===== src/rtl/ilda_frame_player_if.sv =====
// Bus bundle for ilda_frame_player: control, point ROM port and point output stream.
// Optional underrun_count is present when ILDA_UNDERRUN_COUNT_EN is defined.
interface ilda_frame_player_if #(
  parameter int ADDR_W = 11,
  parameter int DATA_W = 32
);
  logic              start;
  logic              stop;
  logic [ADDR_W-1:0] frame_base;
  logic [ADDR_W-1:0] frame_len;
  logic              loop_en;
  logic              next;
  logic [DATA_W-1:0] rom_dout;
  logic [ADDR_W-1:0] rom_address;
  logic [DATA_W-1:0] out_data;
  logic              out_valid;
  logic              busy;
  logic              frame_done;
  logic              underrun;
  logic [1:0]        state_dbg;
`ifdef ILDA_UNDERRUN_COUNT_EN
  logic [15:0]       underrun_count;
`endif

  // Output stream: out_valid rises when a point is fetched and stays high until the
  // pacer pulses next for one cycle; that pulse consumes the point and drops out_valid.
  // A next seen while out_valid=0 and busy=1 is an underrun and consumes nothing.
  modport slave (
    input  start, stop, frame_base, frame_len, loop_en, next, rom_dout,
    output rom_address, out_data, out_valid, busy, frame_done, underrun, state_dbg
`ifdef ILDA_UNDERRUN_COUNT_EN
    , output underrun_count
`endif
  );

  modport master (
    output start, stop, frame_base, frame_len, loop_en, next, rom_dout,
    input  rom_address, out_data, out_valid, busy, frame_done, underrun, state_dbg
`ifdef ILDA_UNDERRUN_COUNT_EN
    , input underrun_count
`endif
  );
endinterface


===== src/rtl/ilda_frame_player.sv =====
// Plays one ILDA point frame from a synchronous ROM (one-shot or loop), paced by next.
// Define ILDA_UNDERRUN_COUNT_EN to add the saturating 16-bit underrun_count output.
module ilda_frame_player #(
  parameter int ADDR_W      = 11,
  parameter int DATA_W      = 32,
  parameter int ROM_LATENCY = 1
) (
  input  logic                clk,
  input  logic                reset_n,
  ilda_frame_player_if.slave  bus
);
  localparam logic [1:0] ST_IDLE  = 2'd0;
  localparam logic [1:0] ST_FETCH = 2'd1;
  localparam logic [1:0] ST_READY = 2'd2;
  localparam logic [2:0] LAT      = 3'(ROM_LATENCY);

  logic [1:0]        state_q, state_d;
  logic [ADDR_W-1:0] base_q, base_d, len_q, len_d, idx_q, idx_d, addr_q, addr_d;
  logic              loop_q, loop_d;
  logic [2:0]        wait_q, wait_d;
  logic [DATA_W-1:0] data_q, data_d;
  logic              valid_q, valid_d, done_q, done_d, under_q, under_d;
  logic              start_ok;

  assign start_ok = bus.start && (bus.frame_len != '0);

  always_comb begin
    state_d = state_q;
    base_d  = base_q;
    len_d   = len_q;
    loop_d  = loop_q;
    idx_d   = idx_q;
    addr_d  = addr_q;
    wait_d  = wait_q;
    data_d  = data_q;
    valid_d = valid_q;
    done_d  = 1'b0;
    under_d = 1'b0;
    if (bus.stop) begin
      state_d = ST_IDLE;
      valid_d = 1'b0;
    end else if (start_ok) begin
      // Restart discards any fetch in flight; the new address goes out this edge.
      state_d = ST_FETCH;
      base_d  = bus.frame_base;
      len_d   = bus.frame_len;
      loop_d  = bus.loop_en;
      idx_d   = '0;
      addr_d  = bus.frame_base;
      wait_d  = '0;
      valid_d = 1'b0;
    end else begin
      case (state_q)
        ST_FETCH: begin
          if (bus.next) under_d = 1'b1;
          if (wait_q == LAT) begin
            data_d  = bus.rom_dout;
            valid_d = 1'b1;
            state_d = ST_READY;
          end else begin
            wait_d = wait_q + 3'd1;
          end
        end
        ST_READY: begin
          if (bus.next) begin
            valid_d = 1'b0;
            wait_d  = '0;
            if (idx_q != len_q - 1'b1) begin
              idx_d   = idx_q + 1'b1;
              addr_d  = base_q + idx_d;
              state_d = ST_FETCH;
            end else begin
              done_d = 1'b1;
              if (loop_q) begin
                idx_d   = '0;
                addr_d  = base_q;
                state_d = ST_FETCH;
              end else begin
                state_d = ST_IDLE;
              end
            end
          end
        end
        default: ;
      endcase
    end
  end

  always_ff @(posedge clk or negedge reset_n) begin
    if (!reset_n) begin
      state_q <= ST_IDLE;
      base_q  <= '0;
      len_q   <= '0;
      loop_q  <= 1'b0;
      idx_q   <= '0;
      addr_q  <= '0;
      wait_q  <= '0;
      data_q  <= '0;
      valid_q <= 1'b0;
      done_q  <= 1'b0;
      under_q <= 1'b0;
    end else begin
      state_q <= state_d;
      base_q  <= base_d;
      len_q   <= len_d;
      loop_q  <= loop_d;
      idx_q   <= idx_d;
      addr_q  <= addr_d;
      wait_q  <= wait_d;
      data_q  <= data_d;
      valid_q <= valid_d;
      done_q  <= done_d;
      under_q <= under_d;
    end
  end

`ifdef ILDA_UNDERRUN_COUNT_EN
  logic [15:0] ucnt_q, ucnt_d;

  always_comb begin
    ucnt_d = ucnt_q;
    if (!bus.stop && start_ok) ucnt_d = '0;
    else if (under_d && (ucnt_q != 16'hFFFF)) ucnt_d = ucnt_q + 16'd1;
  end

  always_ff @(posedge clk or negedge reset_n) begin
    if (!reset_n) ucnt_q <= '0;
    else          ucnt_q <= ucnt_d;
  end

  assign bus.underrun_count = ucnt_q;
`endif

  assign bus.rom_address = addr_q;
  assign bus.out_data    = data_q;
  assign bus.out_valid   = valid_q;
  assign bus.busy        = (state_q == ST_FETCH) || (state_q == ST_READY);
  assign bus.frame_done  = done_q;
  assign bus.underrun    = under_q;
  assign bus.state_dbg   = state_q;
endmodule


===== src/flat_wrapper.sv =====
// flat-port wrapper written by rule: the top's interface ports become plain ports
module ilda_frame_player_flat 
#(
  parameter int ADDR_W      = 11,
  parameter int DATA_W      = 32,
  parameter int ROM_LATENCY = 1
)
  (clk, reset_n, bus_start, bus_stop, bus_frame_base, bus_frame_len, bus_loop_en, bus_next, bus_rom_dout, bus_rom_address, bus_out_data, bus_out_valid, bus_busy, bus_frame_done, bus_underrun, bus_state_dbg);
  ilda_frame_player_if #(.ADDR_W(ADDR_W), .DATA_W(DATA_W)) bus_i ();
  input  logic clk;
  input  logic reset_n;
  input wire logic [$bits(bus_i.start)-1:0] bus_start;
  input wire logic [$bits(bus_i.stop)-1:0] bus_stop;
  input wire logic [$bits(bus_i.frame_base)-1:0] bus_frame_base;
  input wire logic [$bits(bus_i.frame_len)-1:0] bus_frame_len;
  input wire logic [$bits(bus_i.loop_en)-1:0] bus_loop_en;
  input wire logic [$bits(bus_i.next)-1:0] bus_next;
  input wire logic [$bits(bus_i.rom_dout)-1:0] bus_rom_dout;
  output wire logic [$bits(bus_i.rom_address)-1:0] bus_rom_address;
  output wire logic [$bits(bus_i.out_data)-1:0] bus_out_data;
  output wire logic [$bits(bus_i.out_valid)-1:0] bus_out_valid;
  output wire logic [$bits(bus_i.busy)-1:0] bus_busy;
  output wire logic [$bits(bus_i.frame_done)-1:0] bus_frame_done;
  output wire logic [$bits(bus_i.underrun)-1:0] bus_underrun;
  output wire logic [$bits(bus_i.state_dbg)-1:0] bus_state_dbg;
  assign bus_i.start = bus_start;
  assign bus_i.stop = bus_stop;
  assign bus_i.frame_base = bus_frame_base;
  assign bus_i.frame_len = bus_frame_len;
  assign bus_i.loop_en = bus_loop_en;
  assign bus_i.next = bus_next;
  assign bus_i.rom_dout = bus_rom_dout;
  assign bus_rom_address = bus_i.rom_address;
  assign bus_out_data = bus_i.out_data;
  assign bus_out_valid = bus_i.out_valid;
  assign bus_busy = bus_i.busy;
  assign bus_frame_done = bus_i.frame_done;
  assign bus_underrun = bus_i.underrun;
  assign bus_state_dbg = bus_i.state_dbg;
  ilda_frame_player #(.ADDR_W(ADDR_W), .DATA_W(DATA_W), .ROM_LATENCY(ROM_LATENCY)) u_core (.clk(clk), .reset_n(reset_n), .bus(bus_i));
endmodule

===== config.mk =====
export PLATFORM = sky130hd
export DESIGN_NAME = ilda_frame_player_flat
export DESIGN_NICKNAME = d
export VERILOG_FILES = /design/src/rtl/ilda_frame_player_if.sv /design/src/rtl/ilda_frame_player.sv /design/src/flat_wrapper.sv
export SDC_FILE = /design/constraint.sdc
export NUM_CORES = 1
export LEC_CHECK = 0
export CORE_ASPECT_RATIO = 1.25
export CORE_MARGIN = 2
export CORE_UTILIZATION = 50
export CTS_CLUSTER_DIAMETER = 200
export CTS_CLUSTER_SIZE = 8
export DETAILED_ROUTE_END_ITERATION = 6
export GPL_ROUTABILITY_DRIVEN = 0
export GPL_TIMING_DRIVEN = 0
export MAX_ROUTING_LAYER = met4
export PLACE_DENSITY_LB_ADDON = 0.25
export SYNTH_ARGS = -nofsm -noshare
export SYNTH_HDL_FRONTEND = slang
export SYNTH_SLANG_ARGS = --single-unit
export TNS_END_PERCENT = 50

===== constraint.sdc =====
create_clock -name clk -period 4 [get_ports clk]
set_input_delay 0.8 -clock clk [delete_from_list [all_inputs] [get_ports clk]]
set_output_delay 0.8 -clock clk [all_outputs]
set_load 0.01 [all_outputs]

==> results.md <==
- Status: finished clean
- Most frequent cells in the layout: 106 x clkdlybuf4s50_1, 84 x dfrtp_1, 51 x mux2_2, 34 x nor2_1, 23 x nand2_1
- Worst-Skew Late Latency: roughly 340 ps
- Vias in the first global route: approximately 4k
- Starting Density: between 50% and 60%
- Overall Global Routing Usage: between 20% and 30%
- WL final: around 12000 microns
- Slew margin rel.: between 30% and 40%
- Worst setup SP type: input pin
- DRC Markers: 0
- Multiplexer share of the synthesized area: a little over an eighth
- Slew @ Worst Pin: 903 ps
- Post-Syn Area: about 4600 sq um
- Placed Cells: 656
- Clock share of power: about a third
- Worst VDD drop: ~0.38 mV
- Total CTS buffers: 9
- Clock Tree Buf Depth: 2
- Simple-gate portion of the synthesized area: between 10% and 20%
- Root Buffer: clkbuf_16
- Final Non-Filler Cells: 672
- Sw Share: 27.8%
- Unique masters post-synth: 57
- Number of synthesized flops with an enable pin: 0
- Combinational share of power: between 20% and 30%
- # resized after CTS: 0
- Overflow left after global routing: 0
- Ys async rst share: between 90% and 100%
- PwrDens: ~440 nW/um^2
- Max_cap viols: 0
- Critical-path maximum fanout: 10
- Max Clock Freq: ~270 MHz
- Min Clock Period, post-route: between 3000 and 4000 ps
- FF-to-FF path depth: 12
- Worst reg2reg path endpoint: u_core.bus.rom_address[9]$_DFFE_PN0P_
- Worst Path Required: roughly 4200 ps
- Syn Inst Count: roughly 430
- Most used DFF post-synth: dfrtp_1
- PortBufs: approximately 110
- Share of the yosys chip area belonging to registers: a little under half
- Via count: a little under 4k
- Largest net degree at the start of global routing: between 40 and 50
- DR pass1 iterations: 4
- Synth Area in Compound Gates: 14.3%
- Standard-cell rows: 39
- Final instance area: between 6000 and 7000 sq um
- First-pass GRT wire length: about 19000 microns
- Tcrit/Tclk final: 93.2%
- Setup CP Type: in2reg
- RSZ-0062 raised after global routing: false
- Post-CTS Setup Inserts: 0
- Flop pwr share: between 40% and 50%
- Total core area: a little over 9000 sq um
- Fin util: between 60% and 70%
- Switching power: ~0.75 mW
- Pins Over Slew Limit: 0
- DIE AREA: between 10000 and 15000 sq um
- DP Wirelength: 8440 microns
- Final Hold Fails: 0
- Power consumption: 2.68 mW
- Inserted Diodes: 0
- Setup violations, final: 0
- Die boundary height: about 110 microns
- Most common cell after layout, fill and taps aside: clkdlybuf4s50_1
- Post-synthesis adder-cell area fraction: 4.78%
- Flop2flop setup slack: 620 ps
- Mapped Avg Cell Area: 10.8 sq um
- Leak: between 2 and 3 nW
- Crit path capture type: register
- Reg2reg start: u_core.idx_q[0]$_DFFE_PN0P_
- Internal power: between 1.5 and 2 mW
- H-tree levels: 3
- Ports: approximately 110
- Vias per cell: about 5.8
- DP Area: 5860 sq um
- XOR/XNOR share of the synthesized area: 5.32%
- Critical path data arrival time: about 4000 ps
- Cts hold-fix bufs: 0
- Register bit total from synthesis: 84
- Syn_nets: around 500
- Layout area overhead: 33.9%
- Initial DRC Count: roughly 290
- Routed Antenna Nets: 0
- Yosys warnings: 0
- Setup Skew: a little under 5 ps
- Largest family of logic cells by synthesized area: compound AO/OA/AOI/OAI gates
- Nets: 621
- Die width: around 90 microns
- Worst-path clk slew: 60 ps
- Initial antenna violation count: 0
- Routed wire per std cell: between 15 and 20 microns
- TritonCTS clock tree: yes
- Share of cells above drive strength 1: roughly 15%
- Worst hold path type: in2async
- CTS sink cnt: between 80 and 90
## Yosys cell counts, types with 4 or more instances
master | number | share of area, %
dfrtp_1 | 84 | 46
mux2_2 | 51 | 12
nor2_1 | 34 | 2.8
nand2_1 | 23 | 1.9
ha_1 | 16 | 4.3
xor2_1 | 16 | 3.0
clkbuf_1 | 15 | 1.2
inv_1 | 15 | 1.2
nand3_1 | 13 | 1.4
xnor2_1 | 12 | 2.3
nand4_1 | 11 | 1.5
a21oi_1 | 10 | 1.1
a22o_1 | 10 | 1.9
o211ai_1 | 10 | 1.6
o21ai_0 | 10 | 1.1
a32o_1 | 6 | 1.3
buf_2 | 6 | 0.65
nor3_1 | 6 | 0.65
a21o_1 | 5 | 0.81
and3_1 | 5 | 0.68
o2111ai_1 | 5 | 0.95
nor4_1 | 4 | 0.54
o31a_1 | 4 | 0.76
or3_1 | 4 | 0.54
## critical path: stages
cell and delay, ps:
clkdlybuf4s50_1 430, or4_1 580, o31ai_1 780, clkbuf_1 460, clkbuf_1 480, o211ai_1 200
a22o_1 230
## per-stage QoR
stage	hold WS [ps]	setup slack, ps	TNS [ps]
6_report	444	272	0
5_1_grt	478	118	0
4_1_cts	460	283	0
3_5_place_dp	479	-55.3	-261
3_3_place_gp	466	-912	-76270
2_1_floorplan	475	1070	0
## metal layers
layer  track usage [%]  vias up  share of wire, %
met5                 -        -                 0
li1                  -     1816                 -
met4              8.82        0               2.0
met1              28.5     1910                41
met3              7.58       17               6.9
met2              40.3      132                50
## how the worst max path moves through the flow
stage,startpoint,endpoint,slack [ps],depth (start not counted)
floorplan,bus_frame_len[9],u_core.bus.out_data[10]$_DFFE_PN0P_,1070,8
global placement,reset_n,u_core.bus.out_data[22]$_DFFE_PN0P_,-910,1
detailed placement,bus_frame_len[1],u_core.bus.rom_address[6]$_DFFE_PN0P_,-60,7
CTS,bus_frame_len[1],u_core.bus.rom_address[8]$_DFFE_PN0P_,280,7
global route,bus_frame_len[1],u_core.bus.rom_address[1]$_DFFE_PN0P_,120,7
finish,bus_frame_len[1],u_core.bus.rom_address[1]$_DFFE_PN0P_,270,7
## layout make-up
class                           instances  area [sq um]
Buffer                                 23           105
Clock buffer                           11           253
Timing Repair Buffer                  108          1100
Inverter                               15          56.3
Sequential cell                        84          2100
Clock inverter                          5          57.6
Fill cell                             719          2910
Multi-Input combinational cell        303          2340
Tap cell                              123           154
## state kept, by name (all words and copies together) (netlist names)
name,flops
u_core.bus.out_data,32
u_core.base_q,11
u_core.bus.rom_address,11
u_core.idx_q,11
u_core.len_q,11
u_core.wait_q,3
u_core.bus.state_dbg,2
u_core.bus.frame_done,1
u_core.bus.underrun,1
u_core.loop_q,1
## cells by family after synthesis
group,count (synthesis)
AOI/OAI and AO/OA,84
xor gates and xnor gates,28
adders and majority gates,17
buffers and inverters,38
DFF,84
muxes,54
and+or+nand+nor,120
## power groups by stage
| stage | Clock (mW) | Sequential (mW) | Combinational [mW] |
|---|---|---|---|
| after floorplan | 0 | 1.15 | 0.298 |
| after global placement | 0 | 1.10 | 0.709 |
| after detailed placement | 0 | 1.11 | 0.727 |
| after CTS | 0.865 | 1.10 | 0.735 |
| after global routing | 0.902 | 1.12 | 0.789 |
| final | 0.851 | 1.10 | 0.731 |
Power figures use the tool's default switching activity.
